$ cat src/rtl/lite_nasti_read_arbiter_if.sv
// rtl/lite_nasti_read_arbiter_if.sv - upstream and downstream lite read channels of the arbiter
interface lite_nasti_read_arbiter_if #(
  parameter int N_MASTER   = 2,
  parameter int ID_WIDTH   = 1,
  parameter int ADDR_WIDTH = 8,
  parameter int DATA_WIDTH = 32,
  parameter int USER_WIDTH = 1,
  parameter int MIDX_W     = $clog2(N_MASTER)
);
  logic [N_MASTER*ID_WIDTH-1:0]   s_ar_id;
  logic [N_MASTER*ADDR_WIDTH-1:0] s_ar_addr;
  logic [N_MASTER*3-1:0]          s_ar_prot;
  logic [N_MASTER*USER_WIDTH-1:0] s_ar_user;
  logic [N_MASTER-1:0]            s_ar_valid;
  logic [N_MASTER-1:0]            s_ar_ready;

  logic [ID_WIDTH-1:0]            s_r_id;
  logic [DATA_WIDTH-1:0]          s_r_data;
  logic [1:0]                     s_r_resp;
  logic [USER_WIDTH-1:0]          s_r_user;
  logic [N_MASTER-1:0]            s_r_valid;
  logic [N_MASTER-1:0]            s_r_ready;

  logic [MIDX_W+ID_WIDTH-1:0]     m_ar_id;
  logic [ADDR_WIDTH-1:0]          m_ar_addr;
  logic [2:0]                     m_ar_prot;
  logic [USER_WIDTH-1:0]          m_ar_user;
  logic                           m_ar_valid;
  logic                           m_ar_ready;

  logic [MIDX_W+ID_WIDTH-1:0]     m_r_id;
  logic [DATA_WIDTH-1:0]          m_r_data;
  logic [1:0]                     m_r_resp;
  logic [USER_WIDTH-1:0]          m_r_user;
  logic                           m_r_valid;
  logic                           m_r_ready;

  logic                           route_err;

  modport slave (
    input  s_ar_id, s_ar_addr, s_ar_prot, s_ar_user, s_ar_valid,
    output s_ar_ready,
    output s_r_id, s_r_data, s_r_resp, s_r_user, s_r_valid,
    input  s_r_ready,
    output m_ar_id, m_ar_addr, m_ar_prot, m_ar_user, m_ar_valid,
    input  m_ar_ready,
    input  m_r_id, m_r_data, m_r_resp, m_r_user, m_r_valid,
    output m_r_ready,
    output route_err
  );

  modport master (
    output s_ar_id, s_ar_addr, s_ar_prot, s_ar_user, s_ar_valid,
    input  s_ar_ready,
    input  s_r_id, s_r_data, s_r_resp, s_r_user, s_r_valid,
    output s_r_ready,
    input  m_ar_id, m_ar_addr, m_ar_prot, m_ar_user, m_ar_valid,
    output m_ar_ready,
    output m_r_id, m_r_data, m_r_resp, m_r_user, m_r_valid,
    input  m_r_ready,
    input  route_err
  );
endinterface

$ cat src/rtl/lite_nasti_read_arbiter.sv
// rtl/lite_nasti_read_arbiter.sv - round-robin AR arbiter with per-master outstanding limit and R routing
module lite_nasti_read_arbiter #(
  parameter int N_MASTER        = 2,
  parameter int ID_WIDTH        = 1,
  parameter int ADDR_WIDTH      = 8,
  parameter int DATA_WIDTH      = 32,
  parameter int USER_WIDTH      = 1,
  parameter int MAX_OUTSTANDING = 4,
  parameter int MIDX_W          = $clog2(N_MASTER)
) (
  input  logic                      clk,
  input  logic                      rst,
  lite_nasti_read_arbiter_if.slave  bus
);
  localparam int                    CNT_W   = $clog2(MAX_OUTSTANDING + 1);
  localparam logic [CNT_W-1:0]      CNT_MAX = CNT_W'(MAX_OUTSTANDING);
  localparam logic [MIDX_W:0]       NM      = (MIDX_W + 1)'(N_MASTER);

  typedef enum logic {IDLE, HOLD} state_t;

  state_t              state;
  logic [MIDX_W-1:0]   grant;
  logic [MIDX_W-1:0]   last_grant;
  logic [CNT_W-1:0]    cnt [N_MASTER];
  logic                route_err_q;

  logic [N_MASTER-1:0] elig;
  logic                pick_found;
  logic [MIDX_W-1:0]   pick;
  logic [MIDX_W:0]     cand;

  logic                  gvalid;
  logic [ID_WIDTH-1:0]   gid;
  logic [ADDR_WIDTH-1:0] gaddr;
  logic [2:0]            gprot;
  logic [USER_WIDTH-1:0] guser;
  logic                  ar_hs;

  logic [MIDX_W-1:0]   r_idx;
  logic                idx_ok;
  logic                sel_ready;
  logic                sel_zero;
  logic                r_hs;
  logic [N_MASTER-1:0] cnt_inc;
  logic [N_MASTER-1:0] cnt_dec;

  // Round-robin search starting one past the last accepted master.
  always_comb begin
    pick       = '0;
    pick_found = 1'b0;
    cand       = '0;
    for (int i = 0; i < N_MASTER; i++) begin
      elig[i] = bus.s_ar_valid[i] && (cnt[i] < CNT_MAX);
    end
    for (int k = 1; k <= N_MASTER; k++) begin
      cand = {1'b0, last_grant} + (MIDX_W + 1)'(k);
      if (cand >= NM) begin
        cand = cand - NM;
      end
      if (!pick_found && elig[cand[MIDX_W-1:0]]) begin
        pick_found = 1'b1;
        pick       = cand[MIDX_W-1:0];
      end
    end
  end

  always_comb begin
    gvalid = 1'b0;
    gid    = '0;
    gaddr  = '0;
    gprot  = '0;
    guser  = '0;
    for (int i = 0; i < N_MASTER; i++) begin
      if (grant == MIDX_W'(i)) begin
        gvalid = bus.s_ar_valid[i];
        gid    = bus.s_ar_id[i*ID_WIDTH +: ID_WIDTH];
        gaddr  = bus.s_ar_addr[i*ADDR_WIDTH +: ADDR_WIDTH];
        gprot  = bus.s_ar_prot[i*3 +: 3];
        guser  = bus.s_ar_user[i*USER_WIDTH +: USER_WIDTH];
      end
    end
  end

  assign ar_hs          = (state == HOLD) && gvalid && bus.m_ar_ready;
  assign bus.m_ar_valid = (state == HOLD) && gvalid;
  assign bus.m_ar_id    = {grant, gid};
  assign bus.m_ar_addr  = gaddr;
  assign bus.m_ar_prot  = gprot;
  assign bus.m_ar_user  = guser;

  always_comb begin
    bus.s_ar_ready = '0;
    for (int i = 0; i < N_MASTER; i++) begin
      bus.s_ar_ready[i] = (state == HOLD) && (grant == MIDX_W'(i)) && bus.m_ar_ready;
    end
  end

  assign r_idx = bus.m_r_id[MIDX_W+ID_WIDTH-1:ID_WIDTH];

  generate
    if (N_MASTER == (1 << MIDX_W)) begin : g_pow2
      assign idx_ok = 1'b1;
    end else begin : g_npow2
      assign idx_ok = (r_idx < MIDX_W'(N_MASTER));
    end
  endgenerate

  always_comb begin
    sel_ready     = 1'b0;
    sel_zero      = 1'b0;
    bus.s_r_valid = '0;
    for (int i = 0; i < N_MASTER; i++) begin
      if (r_idx == MIDX_W'(i)) begin
        sel_ready        = bus.s_r_ready[i];
        sel_zero         = (cnt[i] == '0);
        bus.s_r_valid[i] = bus.m_r_valid;
      end
    end
  end

  // Out-of-range indices are sunk so the downstream never stalls on them.
  assign bus.m_r_ready = sel_ready || !idx_ok;
  assign r_hs          = bus.m_r_valid && sel_ready;
  assign bus.s_r_id    = bus.m_r_id[ID_WIDTH-1:0];
  assign bus.s_r_data  = bus.m_r_data;
  assign bus.s_r_resp  = bus.m_r_resp;
  assign bus.s_r_user  = bus.m_r_user;
  assign bus.route_err = route_err_q;

  always_comb begin
    for (int i = 0; i < N_MASTER; i++) begin
      cnt_inc[i] = ar_hs && (grant == MIDX_W'(i));
      cnt_dec[i] = r_hs && (r_idx == MIDX_W'(i)) && (cnt[i] != '0);
    end
  end

  always_ff @(posedge clk) begin
    if (rst) begin
      state       <= IDLE;
      grant       <= '0;
      last_grant  <= MIDX_W'(N_MASTER - 1);
      route_err_q <= 1'b0;
      for (int i = 0; i < N_MASTER; i++) begin
        cnt[i] <= '0;
      end
    end else begin
      case (state)
        IDLE: begin
          if (pick_found) begin
            grant <= pick;
            state <= HOLD;
          end
        end
        HOLD: begin
          if (ar_hs) begin
            last_grant <= grant;
            state      <= IDLE;
          end else if (!gvalid) begin
            state <= IDLE;
          end
        end
        default: state <= IDLE;
      endcase

      for (int i = 0; i < N_MASTER; i++) begin
        if (cnt_inc[i] && !cnt_dec[i] && (cnt[i] != CNT_MAX)) begin
          cnt[i] <= cnt[i] + 1'b1;
        end else if (cnt_dec[i] && !cnt_inc[i]) begin
          cnt[i] <= cnt[i] - 1'b1;
        end
      end

      // A response with nowhere to go, or for a master with nothing in flight.
      if ((bus.m_r_valid && !idx_ok) || (r_hs && sel_zero)) begin
        route_err_q <= 1'b1;
      end
    end
  end
endmodule
$ cat src/flat_wrapper.sv
// flat-port wrapper written by rule: the top's interface ports become plain ports
module lite_nasti_read_arbiter_flat 
#(
  parameter int N_MASTER        = 2,
  parameter int ID_WIDTH        = 1,
  parameter int ADDR_WIDTH      = 8,
  parameter int DATA_WIDTH      = 32,
  parameter int USER_WIDTH      = 1,
  parameter int MAX_OUTSTANDING = 4,
  parameter int MIDX_W          = $clog2(N_MASTER)
)
  (clk, rst, bus_s_ar_id, bus_s_ar_addr, bus_s_ar_prot, bus_s_ar_user, bus_s_ar_valid, bus_s_ar_ready, bus_s_r_id, bus_s_r_data, bus_s_r_resp, bus_s_r_user, bus_s_r_valid, bus_s_r_ready, bus_m_ar_id, bus_m_ar_addr, bus_m_ar_prot, bus_m_ar_user, bus_m_ar_valid, bus_m_ar_ready, bus_m_r_id, bus_m_r_data, bus_m_r_resp, bus_m_r_user, bus_m_r_valid, bus_m_r_ready, bus_route_err);
  lite_nasti_read_arbiter_if #(.N_MASTER(N_MASTER), .ID_WIDTH(ID_WIDTH), .ADDR_WIDTH(ADDR_WIDTH), .DATA_WIDTH(DATA_WIDTH), .USER_WIDTH(USER_WIDTH), .MIDX_W(MIDX_W)) bus_i ();
  input  logic clk;
  input  logic rst;
  input wire logic [$bits(bus_i.s_ar_id)-1:0] bus_s_ar_id;
  input wire logic [$bits(bus_i.s_ar_addr)-1:0] bus_s_ar_addr;
  input wire logic [$bits(bus_i.s_ar_prot)-1:0] bus_s_ar_prot;
  input wire logic [$bits(bus_i.s_ar_user)-1:0] bus_s_ar_user;
  input wire logic [$bits(bus_i.s_ar_valid)-1:0] bus_s_ar_valid;
  output wire logic [$bits(bus_i.s_ar_ready)-1:0] bus_s_ar_ready;
  output wire logic [$bits(bus_i.s_r_id)-1:0] bus_s_r_id;
  output wire logic [$bits(bus_i.s_r_data)-1:0] bus_s_r_data;
  output wire logic [$bits(bus_i.s_r_resp)-1:0] bus_s_r_resp;
  output wire logic [$bits(bus_i.s_r_user)-1:0] bus_s_r_user;
  output wire logic [$bits(bus_i.s_r_valid)-1:0] bus_s_r_valid;
  input wire logic [$bits(bus_i.s_r_ready)-1:0] bus_s_r_ready;
  output wire logic [$bits(bus_i.m_ar_id)-1:0] bus_m_ar_id;
  output wire logic [$bits(bus_i.m_ar_addr)-1:0] bus_m_ar_addr;
  output wire logic [$bits(bus_i.m_ar_prot)-1:0] bus_m_ar_prot;
  output wire logic [$bits(bus_i.m_ar_user)-1:0] bus_m_ar_user;
  output wire logic [$bits(bus_i.m_ar_valid)-1:0] bus_m_ar_valid;
  input wire logic [$bits(bus_i.m_ar_ready)-1:0] bus_m_ar_ready;
  input wire logic [$bits(bus_i.m_r_id)-1:0] bus_m_r_id;
  input wire logic [$bits(bus_i.m_r_data)-1:0] bus_m_r_data;
  input wire logic [$bits(bus_i.m_r_resp)-1:0] bus_m_r_resp;
  input wire logic [$bits(bus_i.m_r_user)-1:0] bus_m_r_user;
  input wire logic [$bits(bus_i.m_r_valid)-1:0] bus_m_r_valid;
  output wire logic [$bits(bus_i.m_r_ready)-1:0] bus_m_r_ready;
  output wire logic [$bits(bus_i.route_err)-1:0] bus_route_err;
  assign bus_i.s_ar_id = bus_s_ar_id;
  assign bus_i.s_ar_addr = bus_s_ar_addr;
  assign bus_i.s_ar_prot = bus_s_ar_prot;
  assign bus_i.s_ar_user = bus_s_ar_user;
  assign bus_i.s_ar_valid = bus_s_ar_valid;
  assign bus_s_ar_ready = bus_i.s_ar_ready;
  assign bus_s_r_id = bus_i.s_r_id;
  assign bus_s_r_data = bus_i.s_r_data;
  assign bus_s_r_resp = bus_i.s_r_resp;
  assign bus_s_r_user = bus_i.s_r_user;
  assign bus_s_r_valid = bus_i.s_r_valid;
  assign bus_i.s_r_ready = bus_s_r_ready;
  assign bus_m_ar_id = bus_i.m_ar_id;
  assign bus_m_ar_addr = bus_i.m_ar_addr;
  assign bus_m_ar_prot = bus_i.m_ar_prot;
  assign bus_m_ar_user = bus_i.m_ar_user;
  assign bus_m_ar_valid = bus_i.m_ar_valid;
  assign bus_i.m_ar_ready = bus_m_ar_ready;
  assign bus_i.m_r_id = bus_m_r_id;
  assign bus_i.m_r_data = bus_m_r_data;
  assign bus_i.m_r_resp = bus_m_r_resp;
  assign bus_i.m_r_user = bus_m_r_user;
  assign bus_i.m_r_valid = bus_m_r_valid;
  assign bus_m_r_ready = bus_i.m_r_ready;
  assign bus_route_err = bus_i.route_err;
  lite_nasti_read_arbiter #(.N_MASTER(N_MASTER), .ID_WIDTH(ID_WIDTH), .ADDR_WIDTH(ADDR_WIDTH), .DATA_WIDTH(DATA_WIDTH), .USER_WIDTH(USER_WIDTH), .MAX_OUTSTANDING(MAX_OUTSTANDING), .MIDX_W(MIDX_W)) u_core (.clk(clk), .rst(rst), .bus(bus_i));
endmodule
$ cat config.mk
export PLATFORM = sky130hd
export DESIGN_NAME = lite_nasti_read_arbiter_flat
export DESIGN_NICKNAME = d
export VERILOG_FILES = /design/src/rtl/lite_nasti_read_arbiter_if.sv /design/src/rtl/lite_nasti_read_arbiter.sv /design/src/flat_wrapper.sv
export SDC_FILE = /design/constraint.sdc
export NUM_CORES = 1
export LEC_CHECK = 0
export CELL_PAD_IN_SITES_DETAIL_PLACEMENT = 1
export CELL_PAD_IN_SITES_GLOBAL_PLACEMENT = 2
export CORE_MARGIN = 3
export CORE_UTILIZATION = 15
export DETAILED_ROUTE_END_ITERATION = 10
export PLACE_DENSITY = 0.9
export SLEW_MARGIN = 15
export SYNTH_ARGS = -nofsm -noshare
export SYNTH_HDL_FRONTEND = slang
export SYNTH_SLANG_ARGS = --single-unit
$ cat constraint.sdc
create_clock -name clk -period 3.8 [get_ports clk]
set_clock_uncertainty 0.2 [all_clocks]
set_input_delay 0.76 -clock clk [delete_from_list [all_inputs] [get_ports clk]]
set_output_delay 0.76 -clock clk [all_outputs]
set_load 0.05 [all_outputs]
==> qor.yml <==
initial_core_util: 0.156
rows: 32
h-tree-depth: 1
netlist_area_sq_um: 1220
critPathLaunchType: "primary input"
status: "finished, final reports clean"
vias: 1004
end_kind: "primary output"
synth_top_area_share: 0.235
slew_violations: 0
path_cells: "clkdlybuf4s50_1 -> mux2_2 -> clkdlybuf4s50_1"
final_cell_count_no_fill: 256
seqPwrFrac: 0.294
drtIter0Drc: 21
cts_setup_buffers: 0
grt_antenna_before_repair: 0
drive_gt1_frac: 0.195
powerDensity_nw_per_um2: 288
synth-simple-area-share: 0.203
cp.required_ns: 2.84
synth.area.top_cells: "buf_4, edfxtp_1, mux2_2"
io_buffers: 55
viasPerCell: 3.92
period_minus_slack_ns: 3.32
grt_pass1_wl_microns: 4960
hp-class: "register to register"
clock_path_buffers: 2
antennaDiodeCount: 0
grt_max_degree: 22
criticalPathCategory: "primary input to primary output"
dieArea_sq_um: 9220
ios: 128
net-switching-power_mw: 0.164
rsz0062_at_grt: "false"
synthAdderAreaFrac: 0.0473
cts_tree: "yes"
clk_root_buffer_cell: "clkbuf_8"
crit_path_top_delay_cell: "clkdlybuf4s50_1"
synth.avg_cell_area_sq_um: 8.94
cp.arrival_ns: 2.36
final_cell_mix: "clkdlybuf4s50_1, mux2_2, nor2_1"
nets: 230
power.share.clock: 0.288
combPwrFrac: 0.418
min_period_over_period: 0.873
grt_usage: 0.0679
postCtsHoldBufs: 0
synth_nets: 211
core_sq_um: 7810
layout_commonest_cell: "clkdlybuf4s50_1"
timing.max_slew.rel_slack: 0.455
synthMuxAreaShare: 0.150
grt_pass1_vias: 1115
drt_pre_antenna_iters: 3
postCtsResizedCells: 0
synth_top_family_by_area: "buffers and inverters"
overflow: 0
switching_share: 0.349
intPower_mw: 0.306
path_buf_inv: 2
drtAntennaViolNets: 0
finalSetupTns_ns: 0
timing.critical_path.max_delay_family: "buffers and inverters"
cpPeakStageDelay_ns: 0.70
finalWeightedCongestion: 0.701
dpl.hpwl_microns: 2650
ys_types: 39
crit_top_cell: "clkdlybuf4s50_1"
totalWireLength_microns: 3120
max_cap_viol_count: 0
synth_xor_area_frac: 0.0144
numCtsBuffers: 3
placedCellCount: 252
fp.dieH_microns: 96.0
synth_compound_area_frac: 0.0905
path_clk_slew_ns: 0.05
area_growth_syn_to_layout_pct: 34.4
placed_cell_area_sq_um: 1580
seq_area_frac_synth: 0.214
cp_max_fo: 5
synth_top_area_cell: "buf_4"
design_area_sq_um: 1630
die_width_microns: 96.0
setup_viol: 0
max_freq_mhz: 301
drc: 0
ys.warnings.count: 0
p_leak_nw: 0.603
wl_per_cell_microns: 12.2
tightest_slew_ns: 0.817
hold_viol: 0
clock_sinks: 10
peakVddDrop_v: 0.000101
insertion_delay_ns: 0.23
ys_ff_latch: 10
syn_inst: 136
[flip-flops by register name (all words and copies together), names as in the netlist]
register / count
u_core.cnt: 6
u_core.grant: 1
u_core.last_grant: 1
u_core.state: 1
u_core.bus.route_err: 1
[layout make-up]
cell class / instances / area [sq um]
clock buffers: 4 / 55.1
fillers: 915 / 6170
inverters: 7 / 26.3
multi-input cells: 77 / 614
flip-flops and latches: 10 / 260
well taps: 102 / 128
repair buffers: 56 / 551
[synthesized netlist by cell type]
cell,count
inv_1,7
and3_2,1
nand2b_1,2
buf_4,38
clkbuf_1,2
xnor2_1,1
or3_1,2
nand4b_4,1
a211oi_1,1
a21oi_1,6
o21bai_1,1
or2_1,2
nand4_1,1
a31oi_1,2
nor4_1,1
dfxtp_1,4
edfxtp_1,6
o21ai_2,1
and4_4,1
fa_1,1
mux2_2,14
a2111oi_4,1
nand2_1,4
nand3b_1,1
nor2b_1,4
mux2i_1,1
nor2_1,10
or4_4,1
ha_1,3
o211ai_1,1
xor2_1,1
mux2_4,1
nor3b_1,1
a2111oi_0,1
buf_6,2
nand3_1,5
nor3_1,2
and2_1,1
nor2b_2,1
[tightest hold or removal path: stages, from the launching register on]
cell and delay, ns:
dfxtp_1 0.32, a31oi_1 0.04, a21oi_1 0.12
[cells by family after synthesis]
group	count (synthesis)
buffers and inverters	49
AOI/OAI and AO/OA	14
and+or+nand+nor	41
adders and majority gates	4
DFF	10
muxes	16
xor gates and xnor gates	2
[power by group through the flow]
stage	sequential, mW	clock [mW]	combinational, mW
detailed placement	0.141	0	0.198
global route	0.141	0.143	0.210
finish	0.138	0.135	0.196
global placement	0.140	0	0.195
CTS	0.139	0.140	0.199
floorplan	0.133	0	0.230
[layer usage]
layer	part of all wire	global-route usage	wire length [microns]
met1	0.38	0.0763	1180
met2	0.47	0.115	1450
met3	0.14	0.0305	427
met4	0.019	0.0201	59
met5	0	0	0
[path summary, 6_finish.rpt]
check | startpoint | end | slack (ns) | cells after the start
worst max register to register | u_core.grant | u_core.cnt[0][2] | 1.23 | 6
worst min-delay path | u_core.bus.route_err | u_core.bus.route_err | 0.32 | 2
worst max-delay path | bus_m_r_id[1] | bus_m_r_ready | 0.48 | 3
worst min register to register | u_core.bus.route_err | u_core.bus.route_err | 0.32 | 2
[metrics by stage]
stage	hold WS, ns	utilization	power (mW)	setup slack, ns
CTS	0.335	0.209	0.478	0.469
global route	0.372	0.209	0.494	0.444
finish	0.323	0.209	0.470	0.481
floorplan	0.285	-	0.362	1.30
global placement	0.304	0.202	0.336	0.509
detailed placement	0.323	0.202	0.339	0.480
(Power assumes the default switching activity.)
